**config.mk**
```make
export PLATFORM = sky130hd
export DESIGN_NAME = mem_access_unit
export DESIGN_NICKNAME = d
export VERILOG_FILES = /design/src/rtl/mem_access_unit.sv
export SDC_FILE = /design/constraint.sdc
export NUM_CORES = 1
export LEC_CHECK = 0
export BUFFER_PORTS_ARGS = -buffer_cell sky130_fd_sc_hd__buf_2
export CORE_MARGIN = 3
export CORE_UTILIZATION = 56
export CTS_BUF_LIST = sky130_fd_sc_hd__clkbuf_4
export CTS_CLUSTER_SIZE = 10
export DETAILED_ROUTE_END_ITERATION = 7
export PLACE_DENSITY = 0.94
export SLEW_MARGIN = 30
export SYNTH_ARGS = -nofsm -noshare
export SYNTH_HDL_FRONTEND = slang
export SYNTH_SLANG_ARGS = --single-unit
```
**constraint.sdc**
```tcl
create_clock -name clk -period 4.6 [get_ports clk]
set_clock_uncertainty 0.2 [all_clocks]
set_input_delay 1.15 -clock clk [delete_from_list [all_inputs] [get_ports clk]]
set_output_delay 1.15 -clock clk [all_outputs]
set_load 0.02 [all_outputs]
```
**src/rtl/mem_access_unit.sv**
```systemverilog
// mem_access_unit: multicycle memory-access sequencer for the unified
// instruction/data memory. Converts the controller's per-state strobes into
// a registered valid/ready bus transaction, stalls the FSM until the access
// completes, then latches the fetched instruction, its PC, or load data.
module mem_access_unit #(
    parameter int          ADDR_W    = 32,
    parameter logic [31:0] NOP_INSTR = 32'h00000013
) (
    input  logic              clk,
    input  logic              reset,
    input  logic              IRWrite,
    input  logic              MemRead,
    input  logic              MemWrite,
    input  logic              AdrSrc,
    input  logic [2:0]        funct3,
    input  logic [31:0]       PC,
    input  logic [31:0]       ALUResult,
    input  logic [31:0]       WriteData,
    output logic [31:0]       Instr,
    output logic [31:0]       OldPC,
    output logic [31:0]       ReadData,
    output logic              Stall,
    output logic              misaligned,
    output logic              bus_valid,
    output logic              bus_we,
    output logic [3:0]        bus_be,
    output logic [ADDR_W-1:0] bus_addr,
    output logic [31:0]       bus_wdata,
    input  logic              bus_ready,
    input  logic [31:0]       bus_rdata
);

    typedef enum logic [1:0] {
        IDLE = 2'd0,
        REQ  = 2'd1,
        DONE = 2'd2
    } state_t;

    state_t state;

    // Per-access context captured when the request is accepted
    logic [1:0]  lane;
    logic [2:0]  size_f3;
    logic        is_fetch;
    logic [31:0] pc_copy;

    logic              req;
    logic              fetch_sel;
    logic [31:0]       acc_addr;
    logic [2:0]        nbytes;
    logic              mis_now;
    logic [3:0]        be_next;
    logic [31:0]       wdata_next;
    logic [ADDR_W-1:0] addr_next;

    // Number of bytes touched by the access. Fetches are always words; store
    // and load encodings differ only in that loads also have BU/HU.
    function automatic logic [2:0] access_bytes(input logic fetch, input logic store,
                                                input logic [2:0] f3);
        logic [2:0] n;
        n = 3'd4;
        if (!fetch) begin
            if (store) begin
                case (f3)
                    3'b000:  n = 3'd1;
                    3'b001:  n = 3'd2;
                    default: n = 3'd4;
                endcase
            end else begin
                case (f3)
                    3'b000, 3'b100: n = 3'd1;
                    3'b001, 3'b101: n = 3'd2;
                    default:        n = 3'd4;
                endcase
            end
        end
        return n;
    endfunction

    // Halfwords must sit on even addresses, words on multiples of four
    function automatic logic is_misaligned(input logic [2:0] n, input logic [1:0] a);
        return ((n == 3'd2) && a[0]) || ((n == 3'd4) && (a != 2'b00));
    endfunction

    // Byte enables for the lanes a store touches; reads enable the full word
    function automatic logic [3:0] store_be(input logic store, input logic [2:0] n,
                                            input logic [1:0] a);
        logic [3:0] be;
        be = 4'b1111;
        if (store) begin
            case (n)
                3'd1:    be = 4'b0001 << a;
                3'd2:    be = 4'b0011 << {a[1], 1'b0};
                default: be = 4'b1111;
            endcase
        end
        return be;
    endfunction

    // Store data replicated across all lanes so the enabled lane sees it
    function automatic logic [31:0] store_wdata(input logic store, input logic [2:0] n,
                                                input logic [31:0] wd);
        logic [31:0] d;
        d = 32'h0;
        if (store) begin
            case (n)
                3'd1:    d = {4{wd[7:0]}};
                3'd2:    d = {2{wd[15:0]}};
                default: d = wd;
            endcase
        end
        return d;
    endfunction

    // Pick the addressed byte/halfword out of the word and extend it
    function automatic logic [31:0] load_extend(input logic [2:0] f3, input logic [1:0] a,
                                                input logic [31:0] rd);
        logic [31:0] sh;
        logic [31:0] r;
        sh = rd >> {a, 3'b000};
        case (f3)
            3'b000:  r = {{24{sh[7]}}, sh[7:0]};
            3'b100:  r = {24'h0, sh[7:0]};
            3'b001:  r = {{16{sh[15]}}, sh[15:0]};
            3'b101:  r = {16'h0, sh[15:0]};
            default: r = rd;
        endcase
        return r;
    endfunction

    assign req        = IRWrite | MemRead | MemWrite;
    // A store wins over a simultaneous fetch; the fetch address is always PC
    assign fetch_sel  = IRWrite & ~MemWrite;
    assign acc_addr   = fetch_sel ? PC : (AdrSrc ? ALUResult : PC);
    assign nbytes     = access_bytes(fetch_sel, MemWrite, funct3);
    assign mis_now    = is_misaligned(nbytes, acc_addr[1:0]);
    assign be_next    = store_be(MemWrite, nbytes, acc_addr[1:0]);
    assign wdata_next = store_wdata(MemWrite, nbytes, WriteData);

    generate
        if (ADDR_W > 32) begin : g_addr_wide
            assign addr_next = {{(ADDR_W - 32){1'b0}}, acc_addr[31:2], 2'b00};
        end else begin : g_addr_narrow
            assign addr_next = {acc_addr[ADDR_W-1:2], 2'b00};
        end
    endgenerate

    // Freeze the controller from request acceptance until the DONE cycle
    assign Stall = reset & (((state == IDLE) & req) | (state == REQ));

    // Sequencer: accepts a request, drives the bus until ready, captures result
    always_ff @(posedge clk) begin
        if (!reset) begin
            state      <= IDLE;
            bus_valid  <= 1'b0;
            bus_we     <= 1'b0;
            bus_be     <= 4'b0000;
            bus_addr   <= '0;
            bus_wdata  <= 32'h0;
            Instr      <= NOP_INSTR;
            OldPC      <= 32'h0;
            ReadData   <= 32'h0;
            misaligned <= 1'b0;
        end else begin
            misaligned <= 1'b0;
            case (state)
                IDLE: begin
                    if (req) begin
                        if (mis_now) begin
                            misaligned <= 1'b1;
                            ReadData   <= 32'h0;
                            state      <= DONE;
                        end else begin
                            bus_valid <= 1'b1;
                            bus_we    <= MemWrite;
                            bus_be    <= be_next;
                            bus_addr  <= addr_next;
                            bus_wdata <= wdata_next;
                            state     <= REQ;
                        end
                    end
                end
                REQ: begin
                    if (bus_ready) begin
                        bus_valid <= 1'b0;
                        if (is_fetch) begin
                            Instr <= bus_rdata;
                            OldPC <= pc_copy;
                        end else if (!bus_we) begin
                            ReadData <= load_extend(size_f3, lane, bus_rdata);
                        end
                        state <= DONE;
                    end
                end
                DONE: begin
                    state <= IDLE;
                end
                default: begin
                    state <= IDLE;
                end
            endcase
        end
    end

    // Access context; only meaningful while a bus transaction is outstanding
    always_ff @(posedge clk) begin
        if ((state == IDLE) && req && !mis_now) begin
            lane     <= acc_addr[1:0];
            size_f3  <= funct3;
            is_fetch <= fetch_sel;
            pc_copy  <= PC;
        end
    end

endmodule

```
==> flow_summary.toml <==
[synthesis]
ys_seq_area_share_pct = 50.3
synth-simple-area-share_pct = 12.6
yosysUniqueCellTypes = 55
synth_area_sq_um = 8920
synth_top_area_cell = "dfxtp_1"
yosysMostFrequentCell = "nand2_1"
ys_top_cells_by_count = "nand2_1, dfxtp_1, mux2i_1"
synth_adder_area_share_pct = 0.112
ys_warn_count = 0
synth-seq-cells = 205
synth_top_family_by_area = "compound AO/OA/AOI/OAI gates"
synth_edf_count = 38
synth_xor_area_share_pct = 0
synthMuxAreaShare_pct = 12.7
avgSynthCellArea_sq_um = 9.86
syn_inst = 905
ys_top_cells_by_area = "dfxtp_1, edfxtp_1, mux2i_1, nand2_1, a21boi_0"
synth_compound_area_share_pct = 19.9
synth_top_area_share_pct = 37.5
synth_ff_type = "dfxtp_1"
synthArstFlopShare_pct = 0

[sta]
rsz0062_at_grt = "no"
hold_viol_final = 0
finalSetupViolCount = 0
worstMarginPinSlew_ps = 829
relSlewSlack_pct = 44.7
layout_min_cycle_time_ps = 3690
finalMaxSlewViolations = 0
fin_crit_sh_pct = 80.1
fmax_mhz = 271
fin_setup_tns_ps = 0

[setup_path]
critPathRequiredTime_ps = 3250
worstPathMaxFanout = 59
end_kind = "primary output"
arrival_ps = 2340
critPathLaunchType = "input port"
crit_type = "in2out"

[global_routing]
grt.total_usage_pct = 29.9
antenna_found_initial = 1
first_global_vias = 8182
gr-total-overflow = 0
grt_pass1_wl_um = 42700
grt_max_degree = 106

[placement]
place_hpwl_um = 18900
io_buffers = 303
dpl_cell_area_sq_um = 10500
gp_congestion = 0.919

[pwr]
power_leakage_nw = 5.23
power.density_nw_per_um2 = 385
irDropWorstVdd_mv = 0.270

[detailed_routing]
finalWirelength_um = 27100
drc = 0
vias_per_cell = 5.70
drt-pass1-iter-count = 5
drtIter0Drc = 735
wl_per_cell_um = 18.8
vias = 8238
postRouteAntennaNets = 0

[cells_and_area]
n_fill_cell = 1105
area_growth_syn_to_layout_pct = 24.4
multi_input_area_sq_um = 4070
layout-drive-gt1-share_pct = 33.3
nets = 1336
design_area_sq_um = 11100
regArea_sq_um = 4480

[clock_network]
cts_resized = 0
post_cts_buffers = 0
cts-root-buf = "clkbuf_4"
cts_max_level = 2
insertion_delay_ps = 660
cts.sinks = 205
cts_buffers = 51
cts_tree = "built"
clk_pin_slew_worst_paths_ps = 60
clock_path_buffers = 3
hold_buffers = 0

[die]
core_sq_um = 15400
io_pins = 306
die_y_um = 132
die_width_um = 132
die-area_sq_um = 17500
rows = 45
initial_core_util_pct = 58.0

[run_status]
status = "finished, final reports clean"

[min_path]
hp-class = "reg2reg"

[flow_run]
maxCapViolations = 0
==> logic make-up after synthesis <==
| family | after synthesis |
|---|---|
| AND/OR/NAND/NOR | 266 |
| AO/OA/AOI/OAI | 236 |
| flip-flops | 205 |
| multiplexers | 111 |
| buffers and inverters | 85 |
| adder cells (fa/ha/maj) | 1 |
| other | 1 |
==> sequential cells by signal, indices dropped and copies added (netlist names) <==
register,cells
misaligned,1
bus_we,1
bus_be,4
is_fetch,1
pc_copy,32
lane,2
ReadData,32
bus_wdata,32
bus_addr,30
state,2
Instr,32
size_f3,3
OldPC,32
bus_valid,1
==> cell type report <==
type,count,area share [%]
flip-flops and latches,205,40.4
multi-input cells,616,36.7
repair buffers,314,14.6
clock buffers,75,5.07
well taps,211,2.38
clock inverters,13,0.530
inverters,10,0.338
diodes,1,0.0225
==> per-stage QoR <==
step	util, %	instances	power [W]	hold WS [ps]	worst slack, ps
finish	72.2	1445	0.00427	254	913
global placement	68.1	1356	0.00281	238	941
CTS	72.2	1444	0.00429	255	953
detailed placement	68.1	1356	0.00283	244	874
global route	72.2	1445	0.00445	272	812
floorplan	-	906	0.00256	296	1410
==> power by group <==
group          internal (W)  leakage, nW  switching (W)
Clock              0.000745        0.369       0.000722
Combinational      0.000286         3.15       0.000483
Sequential          0.00196         1.71      0.0000780
Total               0.00299         5.23        0.00128
==> final timing paths <==
| path | start | endpoint | slack, ps | cells after the start |
|---|---|---|---|---|
| setup reg to reg | lane[0] | ReadData[30] | 1630 | 5 |
| hold / removal | ReadData[27] | ReadData[27] | 250 | 2 |
| setup / recovery | reset | Stall | 910 | 4 |
| hold reg to reg | ReadData[27] | ReadData[27] | 250 | 2 |
==> placed cells by master (no fill, tap or decap), drive strengths merged, types with 4 or more instances in the layout <==
master and instances:
a21oi 37, o21ai 27, and2 10, mux2i 100, nand3 15, nand2 197
mux2 10, clkinv 12, edfxtp 38, nor2 20, a21boi 61, inv 10
o211a 31, dfxtp 167, nor3 9, clkbuf 75, buf 314, nand2b 4
o221ai 8, o211ai 38, o2bb2ai 17
==> worst max-delay path: stages <==
cell and delay, ps:
buf_4 490, nand2b_1 180, a21oi_1 270, buf_2 230
==> routing by layer <==
metal	global-route usage, %	share of wire [%]	vias to the layer above
met3	6.79	8.8	66
met1	36.7	39	3849
met2	50.8	49	485
met5	0	0	-
met4	12.9	3.5	0
li1	-	-	3838
Note: power is estimated with default switching activity, not from simulation.
